<file path="src/rtl/shift_left_seq.sv">
// shift_left_seq: multi-cycle left shifter/rotator, one log2 stage per clock.
// Operands arrive on a valid/ready handshake; result, carry and zero flag
// leave on a second valid/ready handshake.
module shift_left_seq #(
  parameter int WIDTH = 32,
  parameter int SHW   = 5
) (
  input  logic             clk,
  input  logic             rst,
  input  logic             in_valid,
  output logic             in_ready,
  input  logic [WIDTH-1:0] in_a,
  input  logic [SHW-1:0]   in_shamt,
  input  logic             in_rot,
  output logic             out_valid,
  input  logic             out_ready,
  output logic [WIDTH-1:0] out_data,
  output logic             out_carry,
  output logic             out_zero
);

  // Stage counter runs 0..SHW; the value SHW is the flag-settle step that
  // follows the last shift stage.
  localparam int KW = $clog2(SHW + 1);

  typedef enum logic [1:0] {
    IDLE  = 2'd0,
    SHIFT = 2'd1,
    DONE  = 2'd2
  } state_t;

  state_t           state;
  state_t           state_nxt;

  logic [WIDTH-1:0] work;
  logic [SHW-1:0]   shamt_q;
  logic             rot_q;
  logic             carry_q;
  logic             zero_q;
  logic [KW-1:0]    stage;

  logic             accept;
  logic             last_step;
  logic             stage_en;
  logic [WIDTH-1:0] stage_val;
  logic             stage_carry;

  assign accept    = in_valid && in_ready;
  assign last_step = (stage == KW'(SHW));

  // State register.
  always_ff @(posedge clk or posedge rst) begin
    if (rst) begin
      state <= IDLE;
    end else begin
      state <= state_nxt;
    end
  end

  // Next-state logic: fixed-latency walk through every stage, no early exit.
  always_comb begin
    state_nxt = state;
    unique case (state)
      IDLE:    if (accept) state_nxt = SHIFT;
      SHIFT:   if (last_step) state_nxt = DONE;
      DONE:    if (out_ready) state_nxt = IDLE;
      default: state_nxt = IDLE;
    endcase
  end

  // Handshake outputs decoded from the state; in_ready is forced low in reset.
  always_comb begin
    in_ready  = 1'b0;
    out_valid = 1'b0;
    unique case (state)
      IDLE:    in_ready  = !rst;
      SHIFT:   ;
      DONE:    out_valid = 1'b1;
      default: ;
    endcase
  end

  // Select the current stage: shift by 2^stage, wrap-around fill when rotating.
  // The carry is the bit that crosses the MSB; because stages apply in
  // ascending order, the last enabled stage always exposes in_a[WIDTH-shamt].
  always_comb begin
    stage_en    = 1'b0;
    stage_val   = work;
    stage_carry = carry_q;
    for (int unsigned i = 0; i < SHW; i++) begin
      if (stage == KW'(i)) begin
        stage_en    = shamt_q[i];
        stage_val   = (work << (1 << i)) |
                      (rot_q ? (work >> (WIDTH - (1 << i))) : '0);
        stage_carry = work[WIDTH - (1 << i)];
      end
    end
  end

  // Datapath: operand capture, per-stage update, zero flag after the last stage.
  always_ff @(posedge clk or posedge rst) begin
    if (rst) begin
      work    <= '0;
      shamt_q <= '0;
      rot_q   <= 1'b0;
      carry_q <= 1'b0;
      zero_q  <= 1'b0;
      stage   <= '0;
    end else begin
      unique case (state)
        IDLE: begin
          if (accept) begin
            work    <= in_a;
            shamt_q <= in_shamt;
            rot_q   <= in_rot;
            carry_q <= 1'b0;
            zero_q  <= 1'b0;
            stage   <= '0;
          end
        end
        SHIFT: begin
          if (last_step) begin
            zero_q <= (work == '0);
          end else begin
            if (stage_en) begin
              work    <= stage_val;
              carry_q <= stage_carry;
            end
            stage <= stage + 1'b1;
          end
        end
        DONE: ;
        default: ;
      endcase
    end
  end

  assign out_data  = work;
  assign out_carry = carry_q;
  assign out_zero  = zero_q;

endmodule
</file>
<file path="config.mk">
export PLATFORM = sky130hd
export DESIGN_NAME = shift_left_seq
export DESIGN_NICKNAME = d
export VERILOG_FILES = /design/src/rtl/shift_left_seq.sv
export SDC_FILE = /design/constraint.sdc
export NUM_CORES = 1
export LEC_CHECK = 0
export BUFFER_PORTS_ARGS = -buffer_cell sky130_fd_sc_hd__buf_2
export CAP_MARGIN = 20
export CELL_PAD_IN_SITES_DETAIL_PLACEMENT = 1
export CELL_PAD_IN_SITES_GLOBAL_PLACEMENT = 2
export CORE_MARGIN = 8
export CORE_UTILIZATION = 35
export DETAILED_ROUTE_END_ITERATION = 16
export PLACE_DENSITY = 0.87
export SLEW_MARGIN = 10
export SYNTH_ARGS = -nofsm -noshare
export SYNTH_HDL_FRONTEND = slang
export SYNTH_SLANG_ARGS = --single-unit
</file>
<file path="constraint.sdc">
create_clock -name clk -period 7 [get_ports clk]
set_input_delay 1.75 -clock clk [delete_from_list [all_inputs] [get_ports clk]]
set_output_delay 1.75 -clock clk [all_outputs]
set_load 0.01 [all_outputs]
</file>
==> impl_metrics.yaml, run 1 <==
sta:
  period_share_pct: 57.1
  setup-tns-final_ns: 0
  slew_violations: 0
  relSlewSlack_pct: 29.1
  setup_ws_ns: 3.00
  skew_ns: 0.0135
  rsz0062_at_grt: "no"
  fmax_mhz: 250
  fin_crit_ns: 4.00
  setup_viol: 0
  worstMarginPinSlew_ns: 1.06
  hold_viol: 0
finish:
  regArea_mm2: 0.00113
  area_growth_pct: 15.4
  drive_gt1_share_pct: 31.3
  multiInputGateArea_mm2: 0.00228
  diodes: 0
  final_cell_mix: "buf_2 (77), nand2_1 (49), dfrtp_1 (45), mux2_4 (30), a22oi_1 (26)"
  layout.cells.non_filler: 589
  num-fill-cells: 1228
  fin_nets: 499
  final_common_cell: "buf_2"
floorplanning:
  ioPinCount: 78
  die_area_mm2: 0.0139
  die_w_um: 118
  core_mm2: 0.0102
  die-height_um: 118
  num_rows: 37
  initial_utilization_pct: 35.6
power_and_ir_drop:
  ir_drop_v: 0.000183
  pwr_density_cell_mw_per_mm2: 601
  leakage_nw: 1.79
clocking:
  hold_buffers: 0
  clockRootBuffer: "clkbuf_8"
  clock-sinks: 45
  cts_tree: "built"
  cts_setup_buffers: 0
  clk_pin_slew_ns: 0.10
  cts.path.max_buffers: 2
  cts-buffers-inserted: 5
  cts_resized: 0
  clk-insertion-delay-late_ns: 0.31
  h-tree-depth: 2
place:
  dpl.hpwl_um: 10000
  place_congestion: 0.834
  io_buffer_count: 77
  dp.cells: 578
  dpl_worst_slack_ns: 2.31
synth:
  synth-edff-count: 0
  syn_area_mm2: 0.00362
  ys_types: 54
  syn-mean-instance-area_um2: 9.14
  synthArstFlopShare_pct: 100
  synth_ff_type: "dfrtp_1"
  seq_area_frac_synth_pct: 31.1
  synth_cells: 396
  yosys_register_bits: 45
  ys_warn_count: 0
  postSynthNetCount: 443
setup_path:
  worstSetupPathType: "primary input to flop"
  cp_max_fo: 30
  cp_data_required_time_ns: 7.21
  rr_startpoint: "stage[2]"
  crit_end: "out_data[8]"
  ff2ff_setup_slack_ns: 3.19
  r2r_end: "out_data[8]"
  worstRegToRegCells: 9
  end_kind: "flop"
  cp-start-kind: "primary input"
  cp.arrival_ns: 4.20
  worstSetupStartpoint: "rst"
global_routing:
  gr-total-overflow: 0
  antenna_found_initial: 0
  grt_pass1_wl_um: 23100
  grt_pass1_vias: 4031
  grt_max_degree: 47
  globalRouteTotalUtil_pct: 20.4
routing:
  wl_met2_um: 6750
  drt_iter0_drc: 292
  drc: 0
  vias: 3717
  dr.pass1.iters: 4
  drt-wirelength-per-cell_um: 24.4
  wl_met1_um: 6390
  top_layer: "met4"
  wl_met3_um: 822
  drt_wl_total_um: 14400
  vias_per_cell: 6.31
  ant_nets: 0
worst_hold_path:
  worstHoldStart: "shamt_q[3]"
  min_path_type: "flop to flop"
run:
  cap_violations: 0
run_status:
  status: "finished clean"
layout make-up:
| cell class | instances | share of cell area, % |
|---|---|---|
| timing repair buffer | 87 | 11.4 |
| sequential | 45 | 26.9 |
| tap | 136 | 4.07 |
| multi-input combinational | 304 | 54.5 |
| clock inverter | 2 | 0.329 |
| inverter | 9 | 0.808 |
| clock buffer | 6 | 1.98 |
worst max-delay path, stage by stage:
cell	delay [ns]
buf_2	0.13
inv_2	0.31
buf_12	0.26
nand3b_1	0.11
a21o_1	0.28
a21oi_4	0.48
buf_4	0.49
mux2_2	0.38
stage by stage:
step / hold WS [ns] / instance area [um^2] / power, W / utilization (%)
6_report: 0.524 / 4180 / 0.00251 / 41.0
5_1_grt: 0.548 / 4180 / 0.00267 / 41.0
4_1_cts: 0.529 / 4140 / 0.00250 / 40.7
3_5_place_dp: 0.496 / 4050 / 0.00231 / 39.7
3_3_place_gp: 0.496 / 4040 / 0.00225 / 39.6
2_1_floorplan: 0.481 / 3620 / 0.00183 / -
synth_stat cells, types with 8 or more instances:
cell	number	area (um^2)
clkbuf_1	24	90.1
mux2_2	8	90.1
a22oi_1	26	195
nor2_1	12	45.0
o21ai_0	23	115
mux2_4	30	450
dfrtp_1	45	1130
buf_2	10	50.1
a21oi_1	9	45.0
nand2_1	49	184
o221ai_1	19	166
a221oi_1	12	105
and3_1	15	93.8
nor4_1	11	68.8
where the power goes:
part           switching, W  internal [W]
combinational      0.000789      0.000797
clock              0.000100     0.0000803
sequential         0.000352      0.000392
total               0.00124       0.00127
metal layers:
| metal | track usage (%) | vias up |
|---|---|---|
| met5 | 0 | - |
| met1 | 26.5 | 1894 |
| li1 | - | 1644 |
| met4 | 7.45 | 0 |
| met2 | 33.4 | 150 |
| met3 | 3.60 | 29 |
worst min-delay path by stage:
| stage | endpoint | cells past startpoint |
|---|---|---|
| after floorplan | shamt_q[1] | 1 |
| after global placement | out_zero | 2 |
| after detailed placement | out_carry | 1 |
| after CTS | shamt_q[0] | 1 |
| after global routing | shamt_q[0] | 1 |
| final | shamt_q[3] | 1 |
state kept, by name, indices dropped and copies added, names as in the netlist:
name       flops
state          2
rot_q          1
out_carry      1
shamt_q        5
stage          3
out_zero       1
out_data      32
kinds of logic after synthesis:
group	Yosys count	synth area share [%]
buffers and inverters	47	6.05
and+or+nand+nor	126	17.9
muxes	39	15.2
adders and majority gates	5	1.73
DFF	45	31.1
AOI/OAI and AO/OA	134	28.1
Power figures use the tool's default switching activity.
==> run 2, diff against run 1 <==
--- a/config.mk
+++ b/config.mk
@@ -10,9 +10,9 @@
 export CELL_PAD_IN_SITES_DETAIL_PLACEMENT = 1
 export CELL_PAD_IN_SITES_GLOBAL_PLACEMENT = 2
 export CORE_MARGIN = 8
-export CORE_UTILIZATION = 35
+export CORE_UTILIZATION = 30
 export DETAILED_ROUTE_END_ITERATION = 16
-export PLACE_DENSITY = 0.87
+export PLACE_DENSITY = 0.8
 export SLEW_MARGIN = 10
 export SYNTH_ARGS = -nofsm -noshare
 export SYNTH_HDL_FRONTEND = slang
==> constraint.sdc (replaced) <==
create_clock -name clk -period 3.29 [get_ports clk]
set_input_delay 0.8225 -clock clk [delete_from_list [all_inputs] [get_ports clk]]
set_output_delay 0.8225 -clock clk [all_outputs]
set_load 0.01 [all_outputs]
==> run 2 against run 1 <==
  * Hold slack lost 0.014 ns
  * Total power grew 120%
  * Clock power rose to 3.3 times the previous value
  * Routed wire length increased by 1.5%
  * Die area is 14% higher
  * First-iteration DRC count is 21% higher
  * Flip-flop and latch count unchanged
  * Sequential share of layout area down 0.79 points
  * Utilization is 4.9 points lower
  * Global-route usage is 1.8 points lower
  * Via count shrank 1.1%
  * Critical path depth down 1
  * Critical endpoint is now out_data[31]
  * Largest power group unchanged
  * Highest routed layer unchanged
==> impl_metrics.yaml, run 2 (same netlist as run 1, synthesis figures left out) <==
sta:
  setup_viol: 0
  period_share_pct: 85.4
  whs_ns: 0.510
  setup-tns-final_ns: 0
  fin_crit_ns: 2.81
  rsz0062_at_grt: "no"
  slew_violations: 0
  hold_viol: 0
  worstMarginPinSlew_ns: 1.01
  skew_ns: 0.0146
  fmax_mhz: 356
  relSlewSlack_pct: 32.1
place:
  dpl.hpwl_um: 10400
  place_congestion: 0.869
  io_buffer_count: 77
routing:
  dr.pass1.iters: 6
  wl_met1_um: 6280
  vias: 3675
  wl_met3_um: 960
  vias_per_cell: 6.06
  drc: 0
  wl_met2_um: 6900
  drt-wirelength-per-cell_um: 24.1
  top_layer: "met4"
  drt_wl_total_um: 14600
  ant_nets: 0
  drt_iter0_drc: 352
floorplanning:
  ioPinCount: 78
  die_area_mm2: 0.0158
  die_w_um: 126
  die-height_um: 126
  core_mm2: 0.0119
  num_rows: 40
  initial_utilization_pct: 30.4
clocking:
  clk-insertion-delay-late_ns: 0.31
  cts_tree: "built"
  cts_setup_buffers: 0
  cts-buffers-inserted: 5
  cts.path.max_buffers: 2
  clock-sinks: 45
  clk_pin_slew_ns: 0.07
  h-tree-depth: 2
  hold_buffers: 0
  cts_resized: 0
  clockRootBuffer: "clkbuf_16"
setup_path:
  worstRegToRegCells: 7
  worstSetupPathType: "flop to flop"
  cp_slowest_stage_delay_ns: 0.59
  cp_data_required_time_ns: 3.48
  cp.buffers_inverters: 1
  end_kind: "flop"
  cp_top_family: "adder cells"
  cp_slowest_cell: "ha_1"
  cp_max_fo: 16
  ff2ff_setup_slack_ns: 0.48
  cp-start-kind: "flop"
  cp.arrival_ns: 3.00
  path_depth: 7
  worstPathCellList: "inv_1, ha_1, nand2b_1, mux2i_1, a2111oi_0, a221o_1, mux2_4"
finish:
  num-fill-cells: 1408
  final_common_cell: "buf_2"
  largest_reg_flops: 32
  final_cell_mix: "buf_2 (77), nand2_1 (49), dfrtp_1 (45), mux2_4 (30), a22oi_1 (26)"
  area_growth_pct: 18.9
  diodes: 0
  drive_gt1_share_pct: 32.0
  fin_nets: 505
global_routing:
  gr-total-overflow: 0
  grt_pass1_wl_um: 23300
  grt_pass1_vias: 3991
  antenna_found_initial: 0
  grt_max_degree: 46
  globalRouteTotalUtil_pct: 18.7
run_status:
  status: "finished clean"
run:
  cap_violations: 0
power_and_ir_drop:
  p_total_w: 0.00560
  ir_drop_v: 0.000383
  pwr_density_cell_mw_per_mm2: 1300
  leakage_nw: 1.85
worst_hold_path:
  min_path_type: "flop to flop"
  whs_path_depth: 1
## run 2: cell types whose count changed in the layout (fill, tap and decap cells not counted)
cell	previous run	this run
clkbuf_8	6	0
buf_6	1	0
clkbuf_16	0	5
clkbuf_1	0	1
clkinv_2	1	0
bufinv_16	0	1
buf_4	8	15
## run 2: report_power, final
| part | leakage [nW] | switching, W | internal [W] |
|---|---|---|---|
| logic | 1.22 | 0.00168 | 0.00174 |
| registers | 0.543 | 0.000749 | 0.000834 |
| clock network | 0.0810 | 0.000239 | 0.000361 |
## run 2: area by class of cell
type | instances | area (um^2) | area share [%]
multi-input combinational | 304 | 2280 | 52.9
sequential | 45 | 1130 | 26.2
timing repair buffer | 93 | 518 | 12.0
tap | 147 | 184 | 4.27
clock buffer | 6 | 129 | 2.99
clock inverter | 2 | 38.8 | 0.901
inverter | 9 | 33.8 | 0.785
## run 2: per-stage QoR
| stage | util, % | setup WS (ns) | std cells | area, um^2 |
|---|---|---|---|---|
| after floorplan | - | 0.252 | 396 | 3620 |
| after global placement | 34.7 | 0.609 | 598 | 4140 |
| after detailed placement | 34.7 | 0.514 | 598 | 4140 |
| after CTS | 36.1 | 0.497 | 606 | 4310 |
| after global routing | 36.1 | 0.249 | 606 | 4310 |
| final | 36.1 | 0.480 | 606 | 4310 |
## run 2: worst paths after layout
kind                            startpoint      endpoint
worst max-delay path              stage[1]  out_data[31]
worst min-delay path             out_carry     out_carry
worst min register to register   out_carry     out_carry
worst max register to register    stage[1]  out_data[31]
max in group asynchronous              rst   out_data[7]
min in group asynchronous              rst   out_data[2]
## run 2: per-layer routing
layer | up-vias | track usage [%]
met2 | 144 | 30.5
met3 | 36 | 3.92
li1 | 1656 | -
met4 | 0 | 7.86
met1 | 1839 | 23.4
met5 | - | 0
